$ cat config.mk
export PLATFORM = sky130hd
export DESIGN_NAME = speed_cmd_sequencer
export DESIGN_NICKNAME = d
export VERILOG_FILES = /design/src/rtl/speed_cmd_sequencer.sv
export SDC_FILE = /design/constraint.sdc
export NUM_CORES = 1
export LEC_CHECK = 0
export CORE_ASPECT_RATIO = 0.5
export CORE_UTILIZATION = 42
export CTS_BUF_LIST = sky130_fd_sc_hd__clkbuf_4 sky130_fd_sc_hd__clkbuf_8
export CTS_CLUSTER_SIZE = 25
export DETAILED_ROUTE_END_ITERATION = 12
export PLACE_DENSITY = 0.73
export SETUP_SLACK_MARGIN = 0.05
export SLEW_MARGIN = 40
export SYNTH_ARGS = -nofsm -noshare
export SYNTH_HDL_FRONTEND = slang
export SYNTH_SLANG_ARGS = --single-unit
$ cat constraint.sdc
create_clock -name clk -period 3.6 [get_ports clk]
set_clock_uncertainty 0.05 [all_clocks]
set_input_delay 0.9 -clock clk [delete_from_list [all_inputs] [get_ports clk]]
set_output_delay 0.9 -clock clk [all_outputs]
set_load 0.01 [all_outputs]
$ cat src/rtl/speed_cmd_sequencer.sv
// Turns level keyboard requests into spaced, one-hot, one-cycle rate commands with
// edge detection, auto-repeat, priority arbitration and divider clamping.
module speed_cmd_sequencer #(
    parameter logic [31:0] STEP          = 32'h10,
    parameter logic [31:0] MIN_DIV       = 32'h100,
    parameter logic [31:0] MAX_DIV       = 32'h1000,
    parameter int unsigned REPEAT_DELAY  = 25_000_000,
    parameter int unsigned REPEAT_PERIOD = 5_000_000,
    parameter int unsigned CNT_W         = 32
) (
    input  logic        clk,
    input  logic        reset,
    input  logic        req_up,
    input  logic        req_down,
    input  logic        req_reset,
    input  logic [31:0] cur_div,
    output logic        speed_up,
    output logic        speed_down,
    output logic        speed_reset,
    output logic        at_limit
);

    localparam logic [31:0]      UP_FLOOR      = MIN_DIV + STEP;
    localparam logic [31:0]      DOWN_CEIL     = MAX_DIV - STEP;
    localparam logic [CNT_W-1:0] DELAY_RELOAD  = CNT_W'(REPEAT_DELAY - 1);
    localparam logic [CNT_W-1:0] PERIOD_RELOAD = CNT_W'(REPEAT_PERIOD - 1);

    typedef enum logic {IDLE, HOLD} state_t;
    // Encoding doubles as priority: a larger code beats a smaller one.
    typedef enum logic [1:0] {
        CMD_NONE = 2'd0,
        CMD_UP   = 2'd1,
        CMD_DOWN = 2'd2,
        CMD_RST  = 2'd3
    } cmd_t;

    state_t           state_reg, state_next;
    cmd_t             active_reg, active_next;
    cmd_t             pending_reg, pending_next;
    logic [CNT_W-1:0] cnt_reg, cnt_next;
    logic [2:0]       req_q_reg;
    logic [2:0]       req;
    logic [2:0]       rise;
    logic             speed_up_reg, speed_down_reg, speed_reset_reg, at_limit_reg;
    logic             up_next, down_next, reset_next, at_limit_next;
    cmd_t             rise_cmd, cand_cmd, issue_cmd;
    logic             eligible;
    logic             active_level;

    assign req = {req_reset, req_down, req_up};

    for (genvar gi = 0; gi < 3; gi++) begin : g_edge
        assign rise[gi] = req[gi] & ~req_q_reg[gi];
    end

    function automatic cmd_t winner(input logic [2:0] v);
        if (v[2])      return CMD_RST;
        else if (v[1]) return CMD_DOWN;
        else if (v[0]) return CMD_UP;
        else           return CMD_NONE;
    endfunction

    always_comb begin
        case (active_reg)
            CMD_UP:   active_level = req_up;
            CMD_DOWN: active_level = req_down;
            CMD_RST:  active_level = req_reset;
            default:  active_level = 1'b0;
        endcase
    end

    assign eligible = ~(speed_up_reg | speed_down_reg | speed_reset_reg);
    assign rise_cmd = winner(rise);
    assign cand_cmd = (pending_reg > rise_cmd) ? pending_reg : rise_cmd;

    always_ff @(posedge clk) begin
        if (reset) begin
            state_reg       <= IDLE;
            active_reg      <= CMD_NONE;
            pending_reg     <= CMD_NONE;
            cnt_reg         <= '0;
            req_q_reg       <= '0;
            speed_up_reg    <= 1'b0;
            speed_down_reg  <= 1'b0;
            speed_reset_reg <= 1'b0;
            at_limit_reg    <= 1'b0;
        end else begin
            state_reg       <= state_next;
            active_reg      <= active_next;
            pending_reg     <= pending_next;
            cnt_reg         <= cnt_next;
            req_q_reg       <= req;
            speed_up_reg    <= up_next;
            speed_down_reg  <= down_next;
            speed_reset_reg <= reset_next;
            at_limit_reg    <= at_limit_next;
        end
    end

    // Any new winning rise preempts the active key; while a pulse is high it waits in pending.
    always_comb begin
        state_next   = state_reg;
        active_next  = active_reg;
        pending_next = pending_reg;
        cnt_next     = cnt_reg;
        issue_cmd    = CMD_NONE;
        if (eligible) begin
            pending_next = CMD_NONE;
        end
        if (eligible && cand_cmd != CMD_NONE) begin
            issue_cmd   = cand_cmd;
            active_next = cand_cmd;
            if (cand_cmd == CMD_RST) begin
                state_next = IDLE;
                cnt_next   = '0;
            end else begin
                state_next = HOLD;
                cnt_next   = DELAY_RELOAD;
            end
        end else begin
            if (!eligible && rise_cmd != CMD_NONE) begin
                pending_next = cand_cmd;
            end
            if (state_reg == HOLD) begin
                if (!active_level) begin
                    state_next = IDLE;
                    cnt_next   = '0;
                end else if (cnt_reg == '0) begin
                    issue_cmd = active_reg;
                    cnt_next  = PERIOD_RELOAD;
                end else begin
                    cnt_next = cnt_reg - CNT_W'(1);
                end
            end
        end
    end

    always_comb begin
        up_next       = 1'b0;
        down_next     = 1'b0;
        reset_next    = 1'b0;
        at_limit_next = at_limit_reg;
        case (issue_cmd)
            CMD_UP: begin
                if (cur_div >= UP_FLOOR) begin
                    up_next       = 1'b1;
                    at_limit_next = 1'b0;
                end else begin
                    at_limit_next = 1'b1;
                end
            end
            CMD_DOWN: begin
                if (cur_div <= DOWN_CEIL) begin
                    down_next     = 1'b1;
                    at_limit_next = 1'b0;
                end else begin
                    at_limit_next = 1'b1;
                end
            end
            CMD_RST: begin
                reset_next    = 1'b1;
                at_limit_next = 1'b0;
            end
            default: ;
        endcase
    end

    assign speed_up    = speed_up_reg;
    assign speed_down  = speed_down_reg;
    assign speed_reset = speed_reset_reg;
    assign at_limit    = at_limit_reg;

endmodule

==> impl_metrics.ini <==
[power_and_ir_drop]
power_density_nw_per_um2 = 518
total_power_mw = 1.74
p_leak_nw = 1.27
max-vdd-ir-drop_v = 0.000201

[floorplanning]
rows = 19
die_area_um2 = 6460
num_io_pins = 41
fp.dieH_um = 57.3
core-area_um2 = 5680
die_width_um = 113
initial_core_util_pct = 45.3

[logic_synthesis]
synth_edf_count = 0
avgSynthCellArea_um2 = 8.01
synth.distinct_cells = 55
netlist_area_um2 = 2570
synthCells = 321
ys_warn_count = 0
synth-async-reset-ratio_pct = 0
synth-seq-cells = 44
yosysSeqAreaShare_pct = 34.3
mappedNetlistNets = 363
synth_ff_type = dfxtp_1

[clocking]
cts_tree = done
clockBufferDepth = 2
hold_buffers = 0
h-tree-depth = 2
cts_buffers = 5
clock_latency_ns = 0.30
numClockSinks = 44
clk_pin_slew_ns = 0.08
clock-root-buffer = clkbuf_8

[detailed_routing]
drc = 0
firstDrtPassIters = 4
routed_via_density = 5.86
routedWlPerCell_um = 15.9
vias = 2670
ant_nets = 0
wl_um = 7260
dr.first_iter.drc_count = 194

[critical_path]
path_buf_inv = 2
worstSetupStartpointType = input port
worstPathArrival_ns = 3.68
cp_top_family = simple AND/OR/NAND/NOR gates
cp_slowest_cell = or4_4
cp_cell_sequence = clkdlybuf4s50_1 -> nand2b_1 -> nor2b_2 -> ha_1 -> and2b_2 -> o31ai_4 -> o21ai_4 -> or4_4 -> buf_4 -> o22ai_1 -> a22o_1
setup.worst_path.class = in -> reg
path_max_fanout = 6
endpoint_kind = register
cp_slowest_stage_delay_ns = 0.57
crit_required_ns = 3.80

[finish]
antenna_cells = 0
finalNonFillerCells = 456
design_area_um2 = 3360
drive_gt1_share_pct = 15.1
nNetsFinal = 424
multiInputGateArea_um2 = 1630
nFillCells = 518
seq_area_um2 = 881
largest_reg_flops = 32
post-route-util_pct = 59.1
area.growth.synth_to_final_pct = 30.6

[sta]
max_freq_mhz = 287
finalCriticalPeriod_ns = 3.49
hold_viol = 0
report.final.slew_viol_count = 0
rsz0062_at_grt = yes
post-route-period-util_pct = 96.9
maxSlewHeadroom_pct = 47.1
setup-tns-final_ns = 0
worstMarginPinSlew_ns = 0.788
setup_viol = 0

[run]
maxCapViolCount = 0

[worst_hold_path]
hp-class = reg -> reg

[placed_design]
hpwl_um = 5390
placed_area_um2 = 3220
io_buffers = 40
gp_congestion = 0.860
place_inst = 447

[grt]
grt-ovfl-total = 0
grt_pass1_vias = 2718
antenna_found_initial = 0
grt_first_pass_wirelength_um = 12800
grt_max_degree = 36
grt_use_total_pct = 24.9

[status]
outcome = completed
## final timing paths
kind / slack, ns / endpoint / cells after the start / from
worst min register to register: 0.43 / cnt_reg[30] / 2 / cnt_reg[30]
worst max register to register: 0.82 / cnt_reg[7] / 10 / req_q_reg[2]
worst min-delay path: 0.43 / cnt_reg[30] / 2 / cnt_reg[30]
worst max-delay path: 0.11 / cnt_reg[7] / 11 / req_reset
## worst register-to-register path: stages, from the launching register on
cell	delay, ns
dfxtp_1	0.30
nand2b_1	0.17
nor2b_2	0.18
ha_1	0.29
and2b_2	0.25
o31ai_4	0.29
o21ai_4	0.09
or4_4	0.57
buf_4	0.18
o22ai_1	0.19
a22o_1	0.17
## power by group
part           switching, mW  internal [mW]  leakage (nW)
combinational          0.414          0.329         0.853
sequential            0.0931          0.564         0.362
clock                  0.166          0.172        0.0523
total                  0.673           1.06          1.27
## per-stage QoR
step / hold WS (ns) / setup WS, ns
finish: 0.428 / 0.112
global route: 0.452 / 0.00117
CTS: 0.429 / 0.0515
detailed placement: 0.418 / -0.306
global placement: 0.413 / -0.201
floorplan: 0.391 / 0.158
## metal layers
metal  vias to the layer above  wire (um)  track usage [%]
met2                        77       3300             43.1
met1                      1255       3410             31.6
li1                       1328          -                -
met3                        10        458             4.78
met4                         0         95             8.57
met5                         -          0                0
## layout by cell type, fill, tap and decap left out, types with 8 or more instances in the layout
cell type / count
a21oi_1: 13
nor3_1: 25
nand3_1: 12
inv_1: 11
a211oi_1: 12
dfxtp_1: 44
or3_1: 8
buf_4: 26
nor2_1: 35
nand2_1: 18
clkdlybuf4s50_1: 40
nor4_1: 13
xor2_1: 8
o21ai_0: 19
## Yosys cell counts (all sizes together) (2+ instances only)
| library cell | instances | area (um2) |
|---|---|---|
| or2 | 2 | 12.5 |
| or3 | 8 | 50.1 |
| inv | 11 | 41.3 |
| mux2i | 3 | 30.0 |
| a211oi | 12 | 90.1 |
| a21oi | 13 | 65.1 |
| o21ai | 22 | 121 |
| o221a | 2 | 22.5 |
| o311ai | 2 | 17.5 |
| xnor2 | 2 | 17.5 |
| and2 | 2 | 12.5 |
| nand4 | 4 | 25.0 |
| xor2 | 8 | 70.1 |
| nand2 | 18 | 67.6 |
| nor4 | 17 | 134 |
| o211ai | 6 | 50.1 |
| a31oi | 2 | 12.5 |
| a221oi | 3 | 26.3 |
| a22o | 4 | 35.0 |
| or4 | 4 | 33.8 |
| a21boi | 2 | 15.0 |
| o31ai | 4 | 48.8 |
| nor2b | 6 | 37.5 |
| o22ai | 4 | 25.0 |
| nand2b | 5 | 31.3 |
| ha | 5 | 62.6 |
| buf | 4 | 20.0 |
| a21o | 2 | 15.0 |
| nand3 | 13 | 65.1 |
| nor2 | 37 | 139 |
| clkbuf | 9 | 33.8 |
| dfxtp | 44 | 881 |
| a31o | 2 | 17.5 |
| nor3 | 25 | 125 |
| and3 | 2 | 12.5 |
## logic make-up (layout without fill, tap and decap cells)
family,Yosys count,count (layout),share of synthesized area [%]
adders and majority gates,5,5,2.43
and+or+nand+nor,145,145,29.6
AOI/OAI and AO/OA,89,89,25.0
xor gates and xnor gates,10,10,3.41
muxes,4,4,1.61
buffers and inverters,24,86,3.70
DFF,44,44,34.3
## cell type report
| cell class | count | area share (%) |
|---|---|---|
| Multi-Input combinational cell | 253 | 48.6 |
| Clock buffer | 8 | 2.91 |
| Tap cell | 73 | 2.72 |
| Sequential cell | 44 | 26.2 |
| Timing Repair Buffer | 67 | 18.3 |
| Inverter | 11 | 1.23 |
## what timing repair did
item                                    in CTS  in global routing
endpoints found under the setup margin      22                 24
pin swaps                                    0                  3
setup buffers                                0                  1
resized for setup                            4                  7
gates cloned                                 0                  0
Note: power is estimated with default switching activity, not from simulation.
